$ cat config.mk
export PLATFORM = sky130hd
export DESIGN_NAME = security_arm_controller
export DESIGN_NICKNAME = d
export VERILOG_FILES = /design/src/rtl/security_arm_controller.sv
export SDC_FILE = /design/constraint.sdc
export NUM_CORES = 1
export LEC_CHECK = 0
export CAP_MARGIN = 20
export CORE_MARGIN = 2
export CORE_UTILIZATION = 55
export DETAILED_ROUTE_END_ITERATION = 7
export GPL_TIMING_DRIVEN = 0
export PLACE_DENSITY = 0.84
export SLEW_MARGIN = 5
export SYNTH_ARGS = -nofsm -noshare
export SYNTH_HDL_FRONTEND = slang
export SYNTH_SLANG_ARGS = --single-unit
$ cat constraint.sdc
create_clock -name i_Clk -period 2.5 [get_ports i_Clk]
set_input_delay 0.375 -clock i_Clk [delete_from_list [all_inputs] [get_ports i_Clk]]
set_output_delay 0.375 -clock i_Clk [all_outputs]
set_load 0.03 [all_outputs]
$ cat src/rtl/security_arm_controller.sv
// security_arm_controller: 4-digit code sequencer driving the arm/entry/alarm state machine
// with exit and entry delays and a consecutive-failure alarm.
module security_arm_controller #(
    parameter logic [1:0]  CODE_0       = 2'b01,
    parameter logic [1:0]  CODE_1       = 2'b10,
    parameter logic [1:0]  CODE_2       = 2'b11,
    parameter logic [1:0]  CODE_3       = 2'b00,
    parameter int unsigned EXIT_CYCLES  = 16,
    parameter int unsigned ENTRY_CYCLES = 16,
    parameter int unsigned MAX_FAIL     = 3
) (
    input  logic       i_Clk,
    input  logic       i_Reset_n,
    input  logic [1:0] i_Input_State,
    input  logic       i_Enter,
    input  logic       i_Sensor,
    output logic [2:0] o_State,
    output logic       o_Armed,
    output logic       o_Warn,
    output logic       o_Alarm,
    output logic [1:0] o_Digit_Count,
    output logic [2:0] o_Fail_Count
);
    typedef enum logic [2:0] {
        DISARMED = 3'd0,
        ARMING   = 3'd1,
        ARMED    = 3'd2,
        ENTRY    = 3'd3,
        ALARM    = 3'd4
    } state_t;

    localparam logic [15:0] EXIT_LOAD  = 16'(EXIT_CYCLES - 1);
    localparam logic [15:0] ENTRY_LOAD = 16'(ENTRY_CYCLES - 1);
    localparam logic [3:0]  FAIL_MAX   = 4'(MAX_FAIL);

    state_t      state_q, state_d;
    logic [15:0] timer_q, timer_d;
    logic [1:0]  idx_q, idx_d;
    logic [2:0]  fail_q, fail_d;
    logic        match_q, match_d;
    logic        enter_q;
    logic        code_ok_q, code_ok_d;
    logic        code_bad_q, code_bad_d;
    logic [1:0]  want;
    logic [3:0]  fail_inc;
    logic        accept, hit, guarded, expired;

    // Code entry: the verdict is registered on the 4th accept and acted on one edge later.
    always_comb begin
        want       = idx_q == 2'd0 ? CODE_0 : idx_q == 2'd1 ? CODE_1 : idx_q == 2'd2 ? CODE_2 : CODE_3;
        accept     = i_Enter & ~enter_q;
        hit        = match_q & (i_Input_State == want);
        idx_d      = accept ? idx_q + 2'd1 : idx_q;
        match_d    = accept ? ((idx_q == 2'd3) | hit) : match_q;
        code_ok_d  = accept & (idx_q == 2'd3) & hit;
        code_bad_d = accept & (idx_q == 2'd3) & ~hit;
    end

    always_comb begin
        guarded  = state_q == ARMED || state_q == ENTRY;
        expired  = timer_q == 16'd0;
        fail_inc = {1'b0, fail_q} + 4'd1;
        state_d  = state_q;
        fail_d   = fail_q;
        timer_d  = expired ? timer_q : timer_q - 16'd1;
        if (code_bad_q && guarded)
            fail_d = fail_inc >= FAIL_MAX ? FAIL_MAX[2:0] : fail_inc[2:0];
        if (code_ok_q)
            state_d = state_q == DISARMED ? ARMING : DISARMED;
        else if (code_bad_q && guarded && fail_inc >= FAIL_MAX)
            state_d = ALARM;
        else if (expired && state_q == ARMING)
            state_d = ARMED;
        else if (expired && state_q == ENTRY)
            state_d = ALARM;
        else if (state_q == ARMED && i_Sensor)
            state_d = ENTRY;
        if (state_d != state_q)
            timer_d = state_d == ARMING ? EXIT_LOAD : state_d == ENTRY ? ENTRY_LOAD : timer_d;
        if (code_ok_q || (state_d != state_q && (state_d == ARMED || state_d == DISARMED)))
            fail_d = '0;
    end

    always_ff @(posedge i_Clk or negedge i_Reset_n) begin
        if (!i_Reset_n) begin
            state_q    <= DISARMED;
            timer_q    <= '0;
            idx_q      <= '0;
            match_q    <= 1'b1;
            enter_q    <= 1'b0;
            code_ok_q  <= 1'b0;
            code_bad_q <= 1'b0;
            fail_q     <= '0;
        end else begin
            state_q    <= state_d;
            timer_q    <= timer_d;
            idx_q      <= idx_d;
            match_q    <= match_d;
            enter_q    <= i_Enter;
            code_ok_q  <= code_ok_d;
            code_bad_q <= code_bad_d;
            fail_q     <= fail_d;
        end
    end

    assign o_State       = state_q;
    assign o_Armed       = state_q == ARMED || state_q == ENTRY;
    assign o_Warn        = state_q == ARMING || state_q == ENTRY;
    assign o_Alarm       = state_q == ALARM;
    assign o_Digit_Count = idx_q;
    assign o_Fail_Count  = fail_q;
endmodule

After elaboration in Yosys (flattened, before gate mapping)
Cells that the tools add are included.
Widths: inputs -> output; s select.
{"block": "op_classes", "addsub": 3, "multipliers": 0, "div_mod_pow": 0, "n_lt_le_gt_ge": 1, "n_eq_ne": 12, "n_shift": 0, "n_mux": 16, "n_bitwise": 8, "n_reduce_logical": 15}
{"cell": "$mux 16", "count": 4}
{"cell": "$mux 3", "count": 8}
{"cell": "$logic_not 16->1", "count": 1}
{"cell": "$sub 16x1->16 const B", "count": 1}
{"cell": "$eq 3x2->1 const B", "count": 4}
{"cell": "$eq 3x1->1 const B", "count": 2}
{"cell": "$logic_and 1x1->1", "count": 6}
{"cell": "$logic_not 3->1", "count": 2}
{"cell": "$mux 2", "count": 3}
{"cell": "$and 1x1->1", "count": 5}
{"cell": "$add 3x1->4 const B", "count": 1}
{"cell": "$eq 2x2->1 const B", "count": 2}
{"cell": "$ge 4x2->1 const B", "count": 1}
{"cell": "$logic_or 1x1->1", "count": 4}
{"cell": "$eq 3x3->1 const B", "count": 1}
{"cell": "$ne 3x3->1", "count": 1}
{"cell": "$add 2x1->2 const B", "count": 1}
{"cell": "$eq 2x1->1 const B", "count": 1}
{"cell": "$eq 2x2->1", "count": 1}
{"cell": "$logic_not 2->1", "count": 1}
{"cell": "$not 1->1", "count": 2}
{"cell": "$reduce_bool 2->1", "count": 1}
{"cell": "$mux 1", "count": 1}
{"cell": "$or 1x1->1", "count": 1}
{"block": "totals", "regBits": 28, "latchBits": 0, "mem_bits_rw": 0, "mem_bits_ro": 0, "in_bits": 6, "output_inout_bits": 11, "elab_cells": 63, "memories": 0}

Longest topological paths before layout
{"block": "depth", "word_depth": 12, "depth_mapped": 8, "depth_no_buf": 7}

Worst setup path before layout
No wires, ideal clock.
{"block": "synth_path", "kind": "register to register", "from": "register fail_q[0] (netlist: o_Fail_Count[0])", "to": "register timer_q[3]", "setup_time_ps": 126, "arrival_time_ps": 2130, "required_time_ps": 2374, "slack_ps": 244, "stages_incl_launch_ff": 7, "n_path_buf": 0, "period_less_slack_ps": 2256, "cell_sequence": "dfrtp_1 > ha_1 > and2_1 > a311oi_1 > o31ai_1 > and2_0 > a311o_1"}
{"block": "synth_between", "elab_chain_cells": 9, "word_cells_on_any_way": 11, "classes_between": "1 x add/sub; 1 x order compare; 3 x eq/ne; 5 x mux; 1 x reduce/logical"}
{"element": "start: declaration", "line": "39", "source": "logic [2:0] fail_q, fail_d;"}
{"element": "start signal: assignment", "line": "102", "source": "fail_q <= fail_d;"}
{"element": "$add 3x1->4 (*)", "line": "62", "source": "fail_inc = {1'b0, fail_q} + 4'd1;"}
{"element": "$ge 4x2->1 (*)", "line": "70", "source": "else if (code_bad_q && guarded && fail_inc >= FAIL_MAX)"}
{"element": "$logic_and 1x1->1 (*)", "line": "70"}
{"element": "$mux 3 (*)", "line": "70"}
{"element": "$mux 3 (*)", "line": "68", "source": "if (code_ok_q)"}
{"element": "$eq 3x2->1", "line": "79", "source": "timer_d = state_d == ARMING ? EXIT_LOAD : state_d == ENTRY ? ENTRY_LOAD : timer_d;"}
{"element": "$mux 16 (2 in a row)", "line": "79"}
{"element": "$mux 16 (*)", "line": "78", "source": "if (state_d != state_q)"}
{"element": "named net timer_d[3]", "line": "37", "source": "logic [15:0] timer_q, timer_d;"}
{"element": "end signal: assignment", "line": "96", "source": "timer_q <= timer_d;"}
{"element": "end: declaration", "line": "37"}
Mark *: on every way through the listed nets, which the timed path passes. The rest lies on a longest branch.
A chain may end at the register's enable or synchronous reset.

Worst setup path in the final report
{"block": "layout_path", "from": "register timer_q[8]", "to": "register fail_q[0] (netlist: o_Fail_Count[0])"}
{"block": "layout_between", "elab_chain_cells": 11, "word_cells_on_any_way": 15, "classes_between": "2 x eq/ne; 5 x mux; 8 x reduce/logical"}
{"element": "$logic_not 16->1 (*)", "line": "61", "source": "expired = timer_q == 16'd0;"}
{"element": "$logic_and 1x1->1", "line": "74", "source": "else if (expired && state_q == ENTRY)"}
{"element": "$mux 3", "line": "74"}
{"element": "$mux 3 (*)", "line": "72", "source": "else if (expired && state_q == ARMING)"}
{"element": "$mux 3 (*)", "line": "70"}
{"element": "$mux 3 (*)", "line": "68"}
{"element": "$eq 3x2->1 / $logic_not 3->1 (equally long branches)", "line": "80", "source": "if (code_ok_q || (state_d != state_q && (state_d == ARMED || state_d == DISARMED)))"}
{"element": "$logic_or 1x1->1", "line": "80"}
{"element": "$logic_and 1x1->1 (*)", "line": "80"}
{"element": "$logic_or 1x1->1 (*)", "line": "80"}
{"element": "$mux 3 / $reduce_bool 2->1 (equally long branches)"}
Every way passes the cells marked *; elsewhere a longest branch is shown, timed or not.

==> flow_metrics.env <==
export IMPL_synthSimpleGateAreaFrac_pct=26.0
export IMPL_crit_fanout=9
export IMPL_required_ns=2.71
export IMPL_final_layout_size_suffix_gt1_share_pct=8.85
export IMPL_synth_fa_ha_area_share_pct=5.73
export IMPL_synth_area_per_cell_sq_um=9.04
export IMPL_wirelength_mm=3.06
export IMPL_netlist_instances=169
export IMPL_wl_per_cell_microns=13.7
export IMPL_ant_nets=0
export IMPL_synth_xor_area_share_pct=6.88
export IMPL_regToRegStartpoint="timer_q[8]"
export IMPL_grt_overflow_total=0
export IMPL_clkSinkCount=28
export IMPL_r2r_setup_slack_ns=0.17
export IMPL_hold_buffers=0
export IMPL_grt_pass1_wl_mm=5.42
export IMPL_die_w_microns=56.7
export IMPL_synth_seq_cells=28
export IMPL_synth_yosys_seq_area_share_pct=45.9
export IMPL_route_detailed_drc=0
export IMPL_rr_worst_depth=7
export IMPL_grt_max_degree=17
export IMPL_drtIter0Drc=42
export IMPL_start_util_pct=56.9
export IMPL_worst_pin_slew_ns=0.714
export IMPL_register_area_sq_um=702
export IMPL_status="completed"
export IMPL_antenna_cells=0
export IMPL_final_core_utilization_pct=68.0
export IMPL_portBuffers=16
export IMPL_start_kind="flip-flop"
export IMPL_ios=17
export IMPL_ys_async_sr_fraction_pct=100
export IMPL_clk_pin_slew_ns=0.15
export IMPL_p_per_area_nw_per_um2=1020
export IMPL_crit_type="reg -> reg"
export IMPL_maxCapViolCount=0
export IMPL_nNetsFinal=206
export IMPL_rows=19
export IMPL_htree_levels=1
export IMPL_fin_crit_ns=2.33
export IMPL_fin_crit_sh_pct=93.4
export IMPL_synth_commonest_cells="30 x nor2_1, 27 x dfrtp_1, 14 x nand2_1"
export IMPL_arrival_ns=2.55
export IMPL_synth_top_family_by_area="simple AND/OR/NAND/NOR gates"
export IMPL_die_area_sq_um=3220
export IMPL_yosys_warnings=0
export IMPL_dp_hpwl_mm=2.25
export IMPL_leakagePower_nw=0.738
export IMPL_vias=1229
export IMPL_synth_most_common_cell="nor2_1"
export IMPL_rsz0062_at_grt="false"
export IMPL_firstDrtPassIters=4
export IMPL_worstReg2RegEnd="o_Fail_Count[0]"
export IMPL_root_buffer="clkbuf_4"
export IMPL_crit_path_end_kind="flip-flop"
export IMPL_synthTopCellsByArea="dfrtp_1 44%, nor2_1 7.4%, xnor2_1 6.3%"
export IMPL_final_hold_violation_count=0
export IMPL_ys_flop_type="dfrtp_1"
export IMPL_grt_pass1_vias=1268
export IMPL_ir_drop_mv=0.867
export IMPL_muxShareOfSynthArea_pct=0
export IMPL_postPlaceCellArea_sq_um=1750
export IMPL_maxSlewViolCount=0
export IMPL_syn_cell_area_sq_um=1530
export IMPL_yosysTopAreaCell="dfrtp_1"
export IMPL_cts_tree="built"
export IMPL_die_y_microns=56.7
export IMPL_syn_nets=182
export IMPL_clock_skew_ns=0.00493
export IMPL_finalSetupViolCount=0
export IMPL_synth_distinct_cells=39
export IMPL_antenna_found_initial=0
export IMPL_synth_edf_count=0
export IMPL_cts_buffers_inserted=3
export IMPL_area_delta_synth_final_pct=19.5
export IMPL_via_per_inst=5.51
export IMPL_fin_area_sq_um=1830
export IMPL_clock_latency_ns=0.32
export IMPL_multi_input_area_sq_um=796
export IMPL_synth_compound_area_share_pct=11.8
export IMPL_clk_path_buf_depth=2
export IMPL_hold_path_class="in -> async"
export IMPL_globalRouteTotalUtil_pct=21.2
export IMPL_synth_top_area_share_pct=44.2
export IMPL_core_sq_um=2690
export IMPL_n_fill_cell=218
export IMPL_relSlewSlack_pct=52.2
export IMPL_gp_congestion=0.853
export IMPL_max_clock_freq_ghz=0.428
worst max path at each step:
| stage | start | endpoint | slack [ns] | cells past startpoint |
|---|---|---|---|---|
| after global routing | timer_q[8] | o_Fail_Count[0] | 0.02 | 7 |
| after floorplan | o_Fail_Count[0] | timer_q[3] | 0.24 | 6 |
| after detailed placement | timer_q[0] | o_Fail_Count[0] | -0.05 | 7 |
| final | timer_q[8] | o_Fail_Count[0] | 0.17 | 7 |
| after global placement | timer_q[0] | o_Fail_Count[0] | 0.03 | 7 |
| after CTS | timer_q[0] | o_Fail_Count[0] | 0.08 | 8 |
critical path: stages (launching register included):
cell and delay, ns:
dfrtp_1 0.42, or4_1 0.52, buf_2 0.19, or4_1 0.52
clkbuf_2 0.18, o21ai_2 0.14, o211a_1 0.21, a211oi_1 0.06
routing by layer:
| metal | GRT usage (%) | wire [microns] |
|---|---|---|
| met5 | 0 | 0 |
| met2 | 36.2 | 1580 |
| met4 | 6.80 | 17 |
| met3 | 3.23 | 62 |
| met1 | 27.5 | 1400 |
report_power, final:
group	total, mW	internal (mW)	switching, mW
Combinational	0.883	0.398	0.485
Sequential	0.795	0.631	0.165
Clock	0.191	0.0624	0.129
Total	1.87	1.09	0.779
sequential cells by signal, indices dropped and copies added, names as in the netlist:
signal / count
code_bad_q: 1
code_ok_q: 1
enter_q: 1
match_q: 1
o_Digit_Count: 2
o_Fail_Count: 3
o_State: 3
timer_q: 16
metrics by stage:
step                hold WS (ns)  setup WS, ns  instances  power [mW]  setup TNS, ns
floorplan                 0.0794         0.244        169        1.37              0
global placement           0.500        0.0275        216        1.57              0
detailed placement         0.511       -0.0535        217        1.64         -0.134
CTS                        0.470        0.0829        221        1.84              0
global route               0.464        0.0241        223        2.02              0
finish                     0.458         0.166        223        1.87              0
cell type report:
class / instances / share of cell area, %
plain buffers: 4 / 1.03
well taps: 31 / 2.12
multi-input cells: 127 / 43.6
clock buffers: 4 / 1.44
repair buffers: 20 / 11.5
inverters: 9 / 1.85
flip-flops and latches: 28 / 38.5
cells in the final DEF, fill, tap and decap left out, types with 2 or more instances in the layout:
cell | synthesis | routed
nand2_1 | 14 | 14
clkdlybuf4s50_1 | 0 | 16
a211oi_1 | 2 | 2
a21oi_1 | 7 | 7
nor4_1 | 8 | 6
xnor2_1 | 11 | 11
o21ai_0 | 3 | 3
ha_1 | 7 | 7
dfrtp_1 | 27 | 27
a311o_1 | 2 | 2
or3_1 | 2 | 2
nand3_1 | 3 | 3
nor2_1 | 30 | 30
buf_4 | 0 | 3
or4_1 | 4 | 4
and2_1 | 3 | 3
nor3_1 | 9 | 9
clkbuf_4 | 0 | 3
clkbuf_1 | 3 | 2
nor4_2 | 0 | 2
inv_1 | 9 | 9
clkbuf_2 | 1 | 2
nor2b_1 | 3 | 3
kinds of logic (layout without fill, tap and decap cells):
family	Yosys count	in the layout
simple gates	82	82
flops	28	28
compound gates	26	26
buf+inv	14	37
xor+xnor	12	12
fa+ha+maj	7	7
timing repair:
item | 4_1_cts | 5_1_grt
endpoints found under the setup margin | 13 | 13
gates resized for setup | 3 | 4
cloned | 0 | 0
setup buffers | 0 | 3
pin swaps | 0 | 1
Power figures use the tool's default switching activity.
